--- config.mk ---
export PLATFORM = sky130hd
export DESIGN_NAME = jk_bank_arbiter
export DESIGN_NICKNAME = d
export VERILOG_FILES = /design/src/rtl/jk_bank_arbiter.sv
export SDC_FILE = /design/constraint.sdc
export NUM_CORES = 1
export LEC_CHECK = 0
export ABC_CLOCK_PERIOD_IN_PS = 2200
export BUFFER_PORTS_ARGS = -buffer_cell sky130_fd_sc_hd__buf_4
export CAP_MARGIN = 10
export CORE_UTILIZATION = 50
export CTS_CLUSTER_DIAMETER = 120
export DETAILED_ROUTE_END_ITERATION = 8
export PLACE_DENSITY = 0.76
export SYNTH_ARGS = -nofsm -noshare
export SYNTH_HDL_FRONTEND = slang
export SYNTH_SLANG_ARGS = --single-unit
export TNS_END_PERCENT = 50
--- constraint.sdc ---
create_clock -name Clk -period 2.2 [get_ports Clk]
set_input_delay 0.44 -clock Clk [delete_from_list [all_inputs] [get_ports Clk]]
set_output_delay 0.44 -clock Clk [all_outputs]
set_load 0.005 [all_outputs]
--- src/rtl/jk_bank_arbiter.sv ---
// Round-robin two-port controller for a negedge-clocked JK flip-flop bank.
// Drives masked SET/CLEAR/TOGGLE/READ operations for one cycle and verifies the readback.
module jk_bank_arbiter #(
  parameter int WIDTH = 8
) (
  input  logic             Clk,
  input  logic             Reset,
  input  logic             req_a,
  input  logic             req_b,
  input  logic [1:0]       op_a,
  input  logic [1:0]       op_b,
  input  logic [WIDTH-1:0] mask_a,
  input  logic [WIDTH-1:0] mask_b,
  output logic             gnt_a,
  output logic             gnt_b,
  output logic             done_a,
  output logic             done_b,
  output logic             err,
  output logic [WIDTH-1:0] rd_data,
  output logic [WIDTH-1:0] J,
  output logic [WIDTH-1:0] K,
  input  logic [WIDTH-1:0] Q_in,
  output logic             bank_reset,
  output logic             busy
);

  localparam logic [1:0] OP_READ   = 2'b00;
  localparam logic [1:0] OP_SET    = 2'b01;
  localparam logic [1:0] OP_CLEAR  = 2'b10;
  localparam logic [1:0] OP_TOGGLE = 2'b11;

  localparam logic [2:0] S_INIT   = 3'd0;
  localparam logic [2:0] S_IDLE   = 3'd1;
  localparam logic [2:0] S_GRANT  = 3'd2;
  localparam logic [2:0] S_DRIVE  = 3'd3;
  localparam logic [2:0] S_SETTLE = 3'd4;
  localparam logic [2:0] S_DONE   = 3'd5;

  logic [2:0]       state;
  logic [2:0]       state_nxt;
  logic [1:0]       init_cnt;
  logic             last_b;
  logic             sel_b;
  logic             pick_b;
  logic [1:0]       sel_op;
  logic [WIDTH-1:0] sel_mask;
  logic [1:0]       op_r;
  logic [WIDTH-1:0] mask_r;
  logic [WIDTH-1:0] pre_r;

  // Bank encoding: J clears, K sets, both toggle.
  function automatic logic [WIDTH-1:0] drive_j(input logic [1:0] op, input logic [WIDTH-1:0] m);
    return (op == OP_CLEAR || op == OP_TOGGLE) ? m : '0;
  endfunction

  function automatic logic [WIDTH-1:0] drive_k(input logic [1:0] op, input logic [WIDTH-1:0] m);
    return (op == OP_SET || op == OP_TOGGLE) ? m : '0;
  endfunction

  // For TOGGLE, "masked bits flipped and unmasked bits kept" collapses to (q ^ pre) == m.
  function automatic logic check_err(input logic [1:0] op, input logic [WIDTH-1:0] m,
                                     input logic [WIDTH-1:0] pre, input logic [WIDTH-1:0] q);
    case (op)
      OP_SET:    return |(~q & m);
      OP_CLEAR:  return |(q & m);
      OP_TOGGLE: return (q ^ pre) != m;
      default:   return 1'b0;
    endcase
  endfunction

  always_comb begin
    pick_b   = req_b && (!req_a || !last_b);
    sel_op   = sel_b ? op_b : op_a;
    sel_mask = sel_b ? mask_b : mask_a;
  end

  always_comb begin
    state_nxt = state;
    case (state)
      S_INIT:   if (init_cnt == 2'd2) state_nxt = S_IDLE;
      S_IDLE:   if (req_a || req_b) state_nxt = S_GRANT;
      S_GRANT:  state_nxt = (sel_op == OP_READ) ? S_SETTLE : S_DRIVE;
      S_DRIVE:  state_nxt = S_SETTLE;
      S_SETTLE: state_nxt = S_DONE;
      S_DONE:   state_nxt = S_IDLE;
      default:  state_nxt = S_INIT;
    endcase
  end

  always_ff @(posedge Clk or negedge Reset) begin
    if (!Reset) begin
      state      <= S_INIT;
      init_cnt   <= 2'd0;
      last_b     <= 1'b1;
      sel_b      <= 1'b0;
      gnt_a      <= 1'b0;
      gnt_b      <= 1'b0;
      done_a     <= 1'b0;
      done_b     <= 1'b0;
      err        <= 1'b0;
      rd_data    <= '0;
      J          <= '0;
      K          <= '0;
      bank_reset <= 1'b1;
      busy       <= 1'b1;
    end else begin
      state      <= state_nxt;
      busy       <= (state_nxt != S_IDLE);
      bank_reset <= (state_nxt == S_INIT);
      init_cnt   <= (state == S_INIT) ? init_cnt + 2'd1 : 2'd0;
      gnt_a      <= 1'b0;
      gnt_b      <= 1'b0;
      done_a     <= 1'b0;
      done_b     <= 1'b0;
      err        <= 1'b0;
      J          <= '0;
      K          <= '0;
      case (state)
        S_IDLE: begin
          if (req_a || req_b) begin
            sel_b <= pick_b;
            gnt_a <= !pick_b;
            gnt_b <= pick_b;
          end
        end
        S_GRANT: begin
          // J/K become visible for the whole DRIVE cycle, covering the bank's negedge.
          if (sel_op != OP_READ) begin
            J <= drive_j(sel_op, sel_mask);
            K <= drive_k(sel_op, sel_mask);
          end
        end
        S_SETTLE: begin
          rd_data <= Q_in;
          err     <= check_err(op_r, mask_r, pre_r, Q_in);
          done_a  <= !sel_b;
          done_b  <= sel_b;
        end
        S_DONE: last_b <= sel_b;
        default: ;
      endcase
    end
  end

  // Operation capture: later requester input changes cannot affect the check.
  always_ff @(posedge Clk) begin
    if (state == S_GRANT) begin
      op_r   <= sel_op;
      mask_r <= sel_mask;
      pre_r  <= Q_in;
    end
  end

endmodule

Yosys cells after proc, flatten, opt, wreduce, memory -nomap -nowiden
Cells that the tools add are included.
{"block": "classes", "n_reduce_logical": 16, "bitwise_logic": 4, "n_eq_ne": 14, "add_sub_neg": 1, "n_mux": 21}
{"op": "8-bit 2-to-1 mux", "n": 7}
{"op": "3-bit case mux with 6 select lines", "n": 1}
{"op": "8-bit AND", "n": 2}
{"op": "8-bit OR reduction", "n": 2}
{"op": "2-bit == test (second input constant)", "n": 5}
{"op": "3-bit 2-to-1 mux", "n": 3}
{"op": "8-bit inequality test", "n": 1}
{"op": "8-bit NOT", "n": 1}
{"op": "8-bit XOR", "n": 1}
{"op": "1-bit 2-to-1 mux", "n": 7}
{"op": "3-bit by 2-bit == test with 1-bit output (second input constant)", "n": 2}
{"op": "3-bit == test (second input constant)", "n": 2}
{"op": "3-bit logical NOT", "n": 2}
{"op": "2-bit by 1-bit == test with 1-bit output (second input constant)", "n": 2}
{"op": "1-bit logical NOT", "n": 4}
{"op": "1-bit logical OR", "n": 4}
{"op": "2-bit 2-to-1 mux", "n": 2}
{"op": "3-bit by 1-bit == test with 1-bit output (second input constant)", "n": 1}
{"op": "3-bit by 1-bit inequality test with 1-bit output (second input constant)", "n": 1}
{"op": "1-bit case mux with 3 select lines", "n": 1}
{"op": "2-bit by 1-bit adder with 2-bit output (second input constant)", "n": 1}
{"op": "2-bit logical NOT", "n": 1}
{"op": "2-bit AND reduction", "n": 1}
{"op": "2-bit nonzero test", "n": 1}
{"op": "1-bit logical AND", "n": 1}
{"block": "word_totals", "wordCells": 73, "inputBits": 32, "output_inout_bits": 31, "regBits": 56}

Depth between registers and ports, before layout
Gate-level depths: netlist of the first run.
{"block": "depth", "word_depth": 6, "mapped_depth": 6, "ltp_nobuf": 5}

Least setup slack after synthesis of the first run
Ideal clock, no wire load.
{"block": "synth_timing", "kind": "reg2reg", "start": "register state[1]", "end": "register J[0]", "required_time_ns": 2.125, "path_stages_with_launch": 6, "n_path_buf": 1, "period_less_slack_ns": 1.623, "arrival_ns": 1.548, "setup_slack_ns": 0.577, "setup_ns": 0.075, "path_cell_list": "dfrtp_1 buf_2 nand2b_1 nor2_2 nand2_1 nor2_1"}
{"block": "synth_via", "elab_chain_len": 2}
{"element": "from (decl)", "line_no": "39", "source": "logic [2:0] state;"}
{"element": "from (signal assigned)", "line_no": "107", "source": "state <= state_nxt;"}
{"element": "3-bit by 2-bit == test with 1-bit output", "line_no": "118", "source": "case (state)"}
{"element": "8-bit 2-to-1 mux", "line_no": "118"}
{"element": "to (signal assigned)", "line_no": "129", "source": "J <= drive_j(sel_op, sel_mask);"}
{"element": "to (decl)", "line_no": "20", "source": "output logic [WIDTH-1:0] J,"}
Every way passes these cells.
A chain may end at the register's enable or synchronous reset.

Final worst setup path of the first run
{"block": "layout_timing", "start": "register state[2]", "end": "register K[0]"}
{"block": "layout_via", "elab_chain_len": 2}
{"element": "3-bit by 2-bit == test with 1-bit output", "line_no": "118"}
{"element": "8-bit 2-to-1 mux", "line_no": "118"}
{"element": "to (signal assigned)", "line_no": "130", "source": "K <= drive_k(sel_op, sel_mask);"}
{"element": "to (decl)", "line_no": "21", "source": "output logic [WIDTH-1:0] K,"}
Every way passes these cells.

==> results of run 1 <==
[final cells by class]
cell class / count / area [um2] / share of cell area, %
Tap cell: 52 / 65.06 / 2.182
Clock buffer: 6 / 72.57 / 2.434
Multi-Input combinational cell: 102 / 777.0 / 26.06
Inverter: 15 / 56.30 / 1.888
Clock inverter: 2 / 35.03 / 1.175
Sequential cell: 56 / 1495 / 50.15
Timing Repair Buffer: 64 / 480.5 / 16.11
[layout by cell type, fill, tap and decap left out, drive strengths merged, types with 7 or more instances in the layout]
master / instances
dfrtp: 35
inv: 15
buf: 64
o21ai: 9
mux2i: 8
nor2: 23
xnor3: 7
nand2: 11
edfxtp: 18
[stage by stage]
| stage | cell area (um2) | util, % | cells | worst slack (ns) | hold WS (ns) |
|---|---|---|---|---|---|
| 2_1_floorplan | 2359 | - | 179 | 0.5765 | 0.1444 |
| 3_3_place_gp | 2874 | 64.67 | 289 | 0.6798 | 0.4267 |
| 3_5_place_dp | 2874 | 64.67 | 289 | 0.5693 | 0.4322 |
| 4_1_cts | 2982 | 67.09 | 297 | 0.5490 | 0.09542 |
| 5_1_grt | 2982 | 67.09 | 297 | 0.3871 | 0.1154 |
| 6_report | 2982 | 67.09 | 297 | 0.5497 | 0.07586 |
[flip-flops by register name, summed over array words and instances, names as in the netlist, 2 cells and up]
signal,cells
pre_r,8
J,8
mask_r,8
init_cnt,2
K,8
rd_data,8
state,3
op_r,2
[metal layers]
metal	vias up	track usage, %
li1	749	-
met1	739	26.32
met2	60	29.59
met3	7	6.268
met4	0	7.333
met5	-	0
[power groups by stage]
stage	Sequential (mW)	Combinational, mW	Clock, mW
after global routing	1.67	1.17	0.710
final	1.63	1.06	0.659
after detailed placement	1.65	1.07	0
after floorplan	1.56	0.716	0
after CTS	1.63	1.07	0.676
after global placement	1.64	1.04	0
[cell families (layout without fill, tap and decap cells)]
| family | count (synthesis) | count (layout) |
|---|---|---|
| xor+xnor | 9 | 9 |
| fa+ha+maj | 1 | 1 |
| flops | 56 | 56 |
| compound gates | 26 | 26 |
| mux | 14 | 14 |
| buf+inv | 21 | 87 |
| simple gates | 52 | 52 |
[worst reg2reg max path, delay by kind of cell (launching register included)]
kind / cells / cell delay [ns]
buf+inv: 1 / 0.28
flops: 1 / 0.51
simple gates: 4 / 0.80
[worst paths after layout]
path	startpoint	end	slack [ns]	cells past startpoint
worst max register to register	state[2]$_DFF_PN0_	K[0]$_DFF_PN0_	0.55	5
min in group Clk	req_a	gnt_b$_DFF_PN0_	0.32	2
worst min register to register	init_cnt[0]$_DFF_PN0_	init_cnt[0]$_DFF_PN0_	0.45	1
worst min-delay path	Reset	rd_data[1]$_DFFE_PN0N_	0.08	1
worst max-delay path	state[2]$_DFF_PN0_	K[0]$_DFF_PN0_	0.55	5
max in group asynchronous	Reset	last_b$_DFFE_PN1P_	1.76	1
==> metrics.md, run 1 <==
| Metric | Value |
|---|---|
| Area share of the largest cell type after synthesis | 37.14% |
| Hold Path Class | input pin to async pin |
| Power share of the combinational group | 31.6% |
| Met3 WL | 323 um |
| Routed WL per cell | 14.91 um |
| Synthesized Nets | 212 |
| Peak Freq | 606.0 MHz |
| Maximum vdd drop | 903.1 uV |
| CTS Buffer Depth | 2 |
| Commonest cells in the netlist | 35 x dfrtp_1, 21 x nor2_1, 18 x edfxtp_1 |
| Synth Area in Compound Gates | 7.321% |
| DR vias | 1555 |
| Final GP Congestion | 0.8934 |
| Crit path time final | 1.650 ns |
| Root buf cell | clkbuf_8 |
| Total GRT Usage | 19.42% |
| Cell-internal power | 2.323 mW |
| Setup violators final | 0 |
| DR DRC count | 8 |
| Outcome | complete, but fails checks |
| Met2 wire length | 2.073 mm |
| Mux cell area share after synthesis | 6.260% |
| Slew @ Worst Pin | 0.4785 ns |
| Core area | 4444 um2 |
| Post-synthesis async set-or-reset flop share | 67.86% |
| Uppermost layer routed | met4 |
| Top post-synthesis cells by area | dfrtp_1 37%, edfxtp_1 23%, xnor3_1 6.7% |
| Die width | 70.68 um |
| Drt first pass iters | 6 |
| Metal1 wirelength | 1.964 mm |
| CP peak stage delay | 0.51 ns |
| Setup TNS | 0 ns |
| Pwr Total | 3.345 mW |
| Initial core utilization | 53.07% |
| Worst-Skew Late Latency | 0.31 ns |
| Htree depth | 2 |
| Maxcap violations | 0 |
| Port bufs | 62 |
| First-pass GRT wire length | 7.362 mm |
| Synth warn | 0 |
| Slowest CP cell | dfrtp_1 |
| Clock network power share | 19.7% |
| Violated checks | design-rule violations |
| Post-synth EDFFs | 18 |
| Final hold violation count | 0 |
| CP bufs+invs | 1 |
| Total wire length | 4.427 mm |
| Hold bufs inserted after CTS | 0 |
| Total die area | 4996 um2 |
| Post-CTS Setup Inserts | 0 |
| Adder-cell share of the synthesized area | 0.5305% |
| Seq pwr share | 48.7% |
| XOR/XNOR share of the synthesized area | 7.427% |
| Delay-heaviest family, CP | simple AND/OR/NAND/NOR gates |
| Iter 0 DRT Violations | 123 |
| CTS sink count | 56 |
| Largest net degree at the start of global routing | 39 |
| Post-synth top flop | dfrtp_1 |
| HPWL after DPL | 3.270 mm |
| Cts bufs inserted | 5 |
| Vias per inst | 5.236 |
| Synth area leader | dfrtp_1 |
| Startpoint types | flip-flop |
| Diodes inserted | 0 |
| CTS tree | done |
| Skew final | 0.006347 ns |
| Filler cell count | 364 |
| Final worst-path cycle share | 75.01% |
| RSZ-0062 raised after global routing | false |
| PD cells | 1122 nW/um2 |
| Worst path cell trace | nand2b_1 > nor2_2 > buf_4 > nand2_1 > nor2_1 |
| Die Y | 70.68 um |
| Worst-path clk slew | 0.10 ns |
| Final net count | 277 |
| Synthesis-to-finish area growth | 26.42% |
| Most numerous cell in the Yosys netlist | dfrtp_1 |
| Initial antenna violation count | 0 |
| Post-Syn Area | 2359 um2 |
| Worst setup path category | flip-flop to flip-flop |
| Final antenna-violating net count | 0 |
| Share of cells above drive strength 1 | 35.51% |
| Sequential share of the synthesized area | 63.40% |
| Fin. max-slew vios | 0 |
| CP Data Required Time | 2.44 ns |
| # resized after CTS | 0 |
| # IOs | 63 |
| Mapped Avg Cell Area | 13.18 um2 |
| Switching part of the total | 30.56% |
| Mapped Cells | 179 |
| Yosys cell types | 36 |
| Critical Path Fanout Max | 19 |
| Critical Path Sink Type | flip-flop |
| P_leak | 1.468 nW |
| Slew HR | 68.10% |
| Data arrival time of the worst path | 1.89 ns |
| # rows | 24 |
| P_sw | 1.022 mW |
| GRT overflow | 0 |
| Simple-Gate Fraction of Synth Area | 11.41% |
| Largest family of logic cells by synthesized area | simple AND/OR/NAND/NOR gates |
| Register bit total from synthesis | 56 |
| Vias in the first global route | 1571 |
(Power assumes the default switching activity.)
==> run 2: changes to the inputs <==
--- a/config.mk
+++ b/config.mk
@@ -5,13 +5,13 @@
 export SDC_FILE = /design/constraint.sdc
 export NUM_CORES = 1
 export LEC_CHECK = 0
-export ABC_CLOCK_PERIOD_IN_PS = 2200
+export ABC_CLOCK_PERIOD_IN_PS = 1300
 export BUFFER_PORTS_ARGS = -buffer_cell sky130_fd_sc_hd__buf_4
 export CAP_MARGIN = 10
-export CORE_UTILIZATION = 50
+export CORE_UTILIZATION = 47
 export CTS_CLUSTER_DIAMETER = 120
 export DETAILED_ROUTE_END_ITERATION = 8
-export PLACE_DENSITY = 0.76
+export PLACE_DENSITY = 0.75
 export SYNTH_ARGS = -nofsm -noshare
 export SYNTH_HDL_FRONTEND = slang
 export SYNTH_SLANG_ARGS = --single-unit
==> constraint.sdc (replaced) <==
create_clock -name Clk -period 1.3 [get_ports Clk]
set_input_delay 0.26 -clock Clk [delete_from_list [all_inputs] [get_ports Clk]]
set_output_delay 0.26 -clock Clk [all_outputs]
set_load 0.005 [all_outputs]
==> metrics.md, run 2 (synthesis gave the netlist of run 1 again) <==
| Metric | Value |
|---|---|
| P_leak | 1.547 nW |
| Footprint of the multi-input gates | 847.1 um2 |
| Final setup margin | -0.04547 ns |
| DR DRC count | 0 |
| Die Y | 72.84 um |
| First-pass GRT wire length | 7.410 mm |
| Switching part of the total | 31.32% |
| # IOs | 63 |
| Filler cell count | 367 |
| Power share of the combinational group | 39.7% |
| Total die area | 5306 um2 |
| Cell area after layout | 3189 um2 |
| Delay-heaviest family, CP | simple AND/OR/NAND/NOR gates |
| Worst-path clk slew | 0.10 ns |
| Clock network power share | 15.2% |
| Fin Hold WS | 0.1433 ns |
| Worst setup path category | flip-flop to flip-flop |
| Register area | 1498 um2 |
| Maximum vdd drop | 1003 uV |
| Total GRT Usage | 19.02% |
| Outcome | complete, but fails checks |
| Iter 0 DRT Violations | 74 |
| CTS sink count | 56 |
| Startpoint types | flip-flop |
| Cell-internal power | 4.072 mW |
| CP Data Required Time | 1.50 ns |
| Data arrival time of the worst path | 1.54 ns |
| Root buf cell | clkbuf_8 |
| Final antenna-violating net count | 0 |
| PD cells | 1859 nW/um2 |
| DR vias | 1606 |
| Synthesis-to-finish area growth | 35.23% |
| Worst path cell trace | xnor3_1 > nand3_2 > nor4_2 > nor3b_2 |
| Critical Path Fanout Max | 2 |
| Final net count | 293 |
| HPWL after DPL | 3.371 mm |
| Slowest CP cell | edfxtp_1 |
| Vias in the first global route | 1571 |
| Diodes inserted | 0 |
| Skew final | 0.01249 ns |
| CTS tree | done |
| Die width | 72.84 um |
| Routed WL per cell | 14.15 um |
| Htree depth | 2 |
| Core area | 4786 um2 |
| Drt first pass iters | 4 |
| Worst-Skew Late Latency | 0.30 ns |
| Final GP Congestion | 0.8420 |
| Share of cells above drive strength 1 | 42.91% |
| R2R setup slack | -0.05 ns |
| GRT overflow | 0 |
| Port bufs | 62 |
| P_sw | 1.857 mW |
| RSZ-0062 raised after global routing | true |
| Violated checks | negative setup slack |
| Seq pwr share | 45.1% |
| Slew @ Worst Pin | 0.4931 ns |
| Vias per inst | 4.896 |
| Cts bufs inserted | 5 |
| Total wire length | 4.640 mm |
| Peak Freq | 743.2 MHz |
| CTS Buffer Depth | 2 |
| Maxcap violations | 0 |
| Hold Path Class | input pin to flip-flop |
| Commonest non-fill, non-tap cell in the layout | buf_4 |
| CP peak stage delay | 0.40 ns |
| Initial antenna violation count | 0 |
| Final hold violation count | 0 |
| Initial core utilization | 49.28% |
| Final worst-path cycle share | 103.5% |
| Most frequent cells in the layout | 76 x buf_4, 33 x dfrtp_1, 21 x nor2_1 |
| Fin. max-slew vios | 0 |
| Pre-CTS setup slack | -0.07604 ns |
| CP bufs+invs | 0 |
| # rows | 25 |
| Placement Cell Area | 3020 um2 |
| Slew HR | 67.12% |
| Critical Path Sink Type | flip-flop |
| Crit path time final | 1.345 ns |
| Largest net degree at the start of global routing | 39 |
| Setup violators final | 1 |
==> run 2: per-stage QoR <==
stage          TNS (ns)  utilization [%]  power [mW]  instances
6_report       -0.04547            66.64       5.929        328
3_5_place_dp   -0.07604            63.11       4.899        317
3_3_place_gp   -0.01709            63.11       4.832        317
4_1_cts        -0.06719            65.44       5.836        328
5_1_grt         -0.1388            66.64       6.317        328
2_1_floorplan         0                -       3.894        179
==> run 2: path summary, 6_finish.rpt <==
| check | from | end | cells past startpoint |
|---|---|---|---|
| worst min-delay path | req_a | gnt_b$_DFF_PN0_ | 2 |
| worst max-delay path | mask_r[7]$_DFFE_PP_ | err$_DFF_PN0_ | 4 |
| worst max register to register | mask_r[7]$_DFFE_PP_ | err$_DFF_PN0_ | 4 |
| max in group asynchronous | Reset | state[2]$_DFF_PN0_ | 2 |
| min in group asynchronous | Reset | rd_data[4]$_DFFE_PN0N_ | 2 |
| worst min register to register | init_cnt[0]$_DFF_PN0_ | init_cnt[0]$_DFF_PN0_ | 1 |
==> run 2: layout make-up <==
| type | instances | share of cell area [%] |
|---|---|---|
| Sequential cell | 56 | 46.96 |
| Multi-Input combinational cell | 102 | 26.56 |
| Timing Repair Buffer | 80 | 19.54 |
| Tap cell | 67 | 2.628 |
| Clock buffer | 7 | 2.393 |
| Inverter | 15 | 1.765 |
| Clock inverter | 1 | 0.1569 |
==> run 2: power by group through the flow <==
stage                     Combinational, mW  Sequential [mW]  Clock (mW)
final                                  2.35             2.68       0.902
after global placement                 2.15             2.68           0
after CTS                              2.24             2.67       0.931
after global routing                   2.58             2.74       0.996
after detailed placement               2.20             2.70           0
after floorplan                        1.26             2.63           0
==> run 2: metal layers <==
layer  wire length (um)  GRT usage [%]  up-vias
li1                   -              -      780
met1               2120          26.21      770
met2               2213          29.49       49
met3                233          4.972        7
met4                 74          6.536        0
met5                  0              0        -
==> run 2: repair_timing <==
action / in CTS / in global routing
endpoints found under the hold margin: 35 / 0
endpoints found under the setup margin: 3 / 21
gates resized for setup: 2 / 12
pin swaps: 4 / 1
hold buffers: 1 / 0
setup buffers: 2 / 0
==> run 2: worst register-to-register path: cells and delay by family, from the launching register on <==
family	cells	cell delay, ns
xor+xnor	1	0.39
simple gates	3	0.45
flops	1	0.40
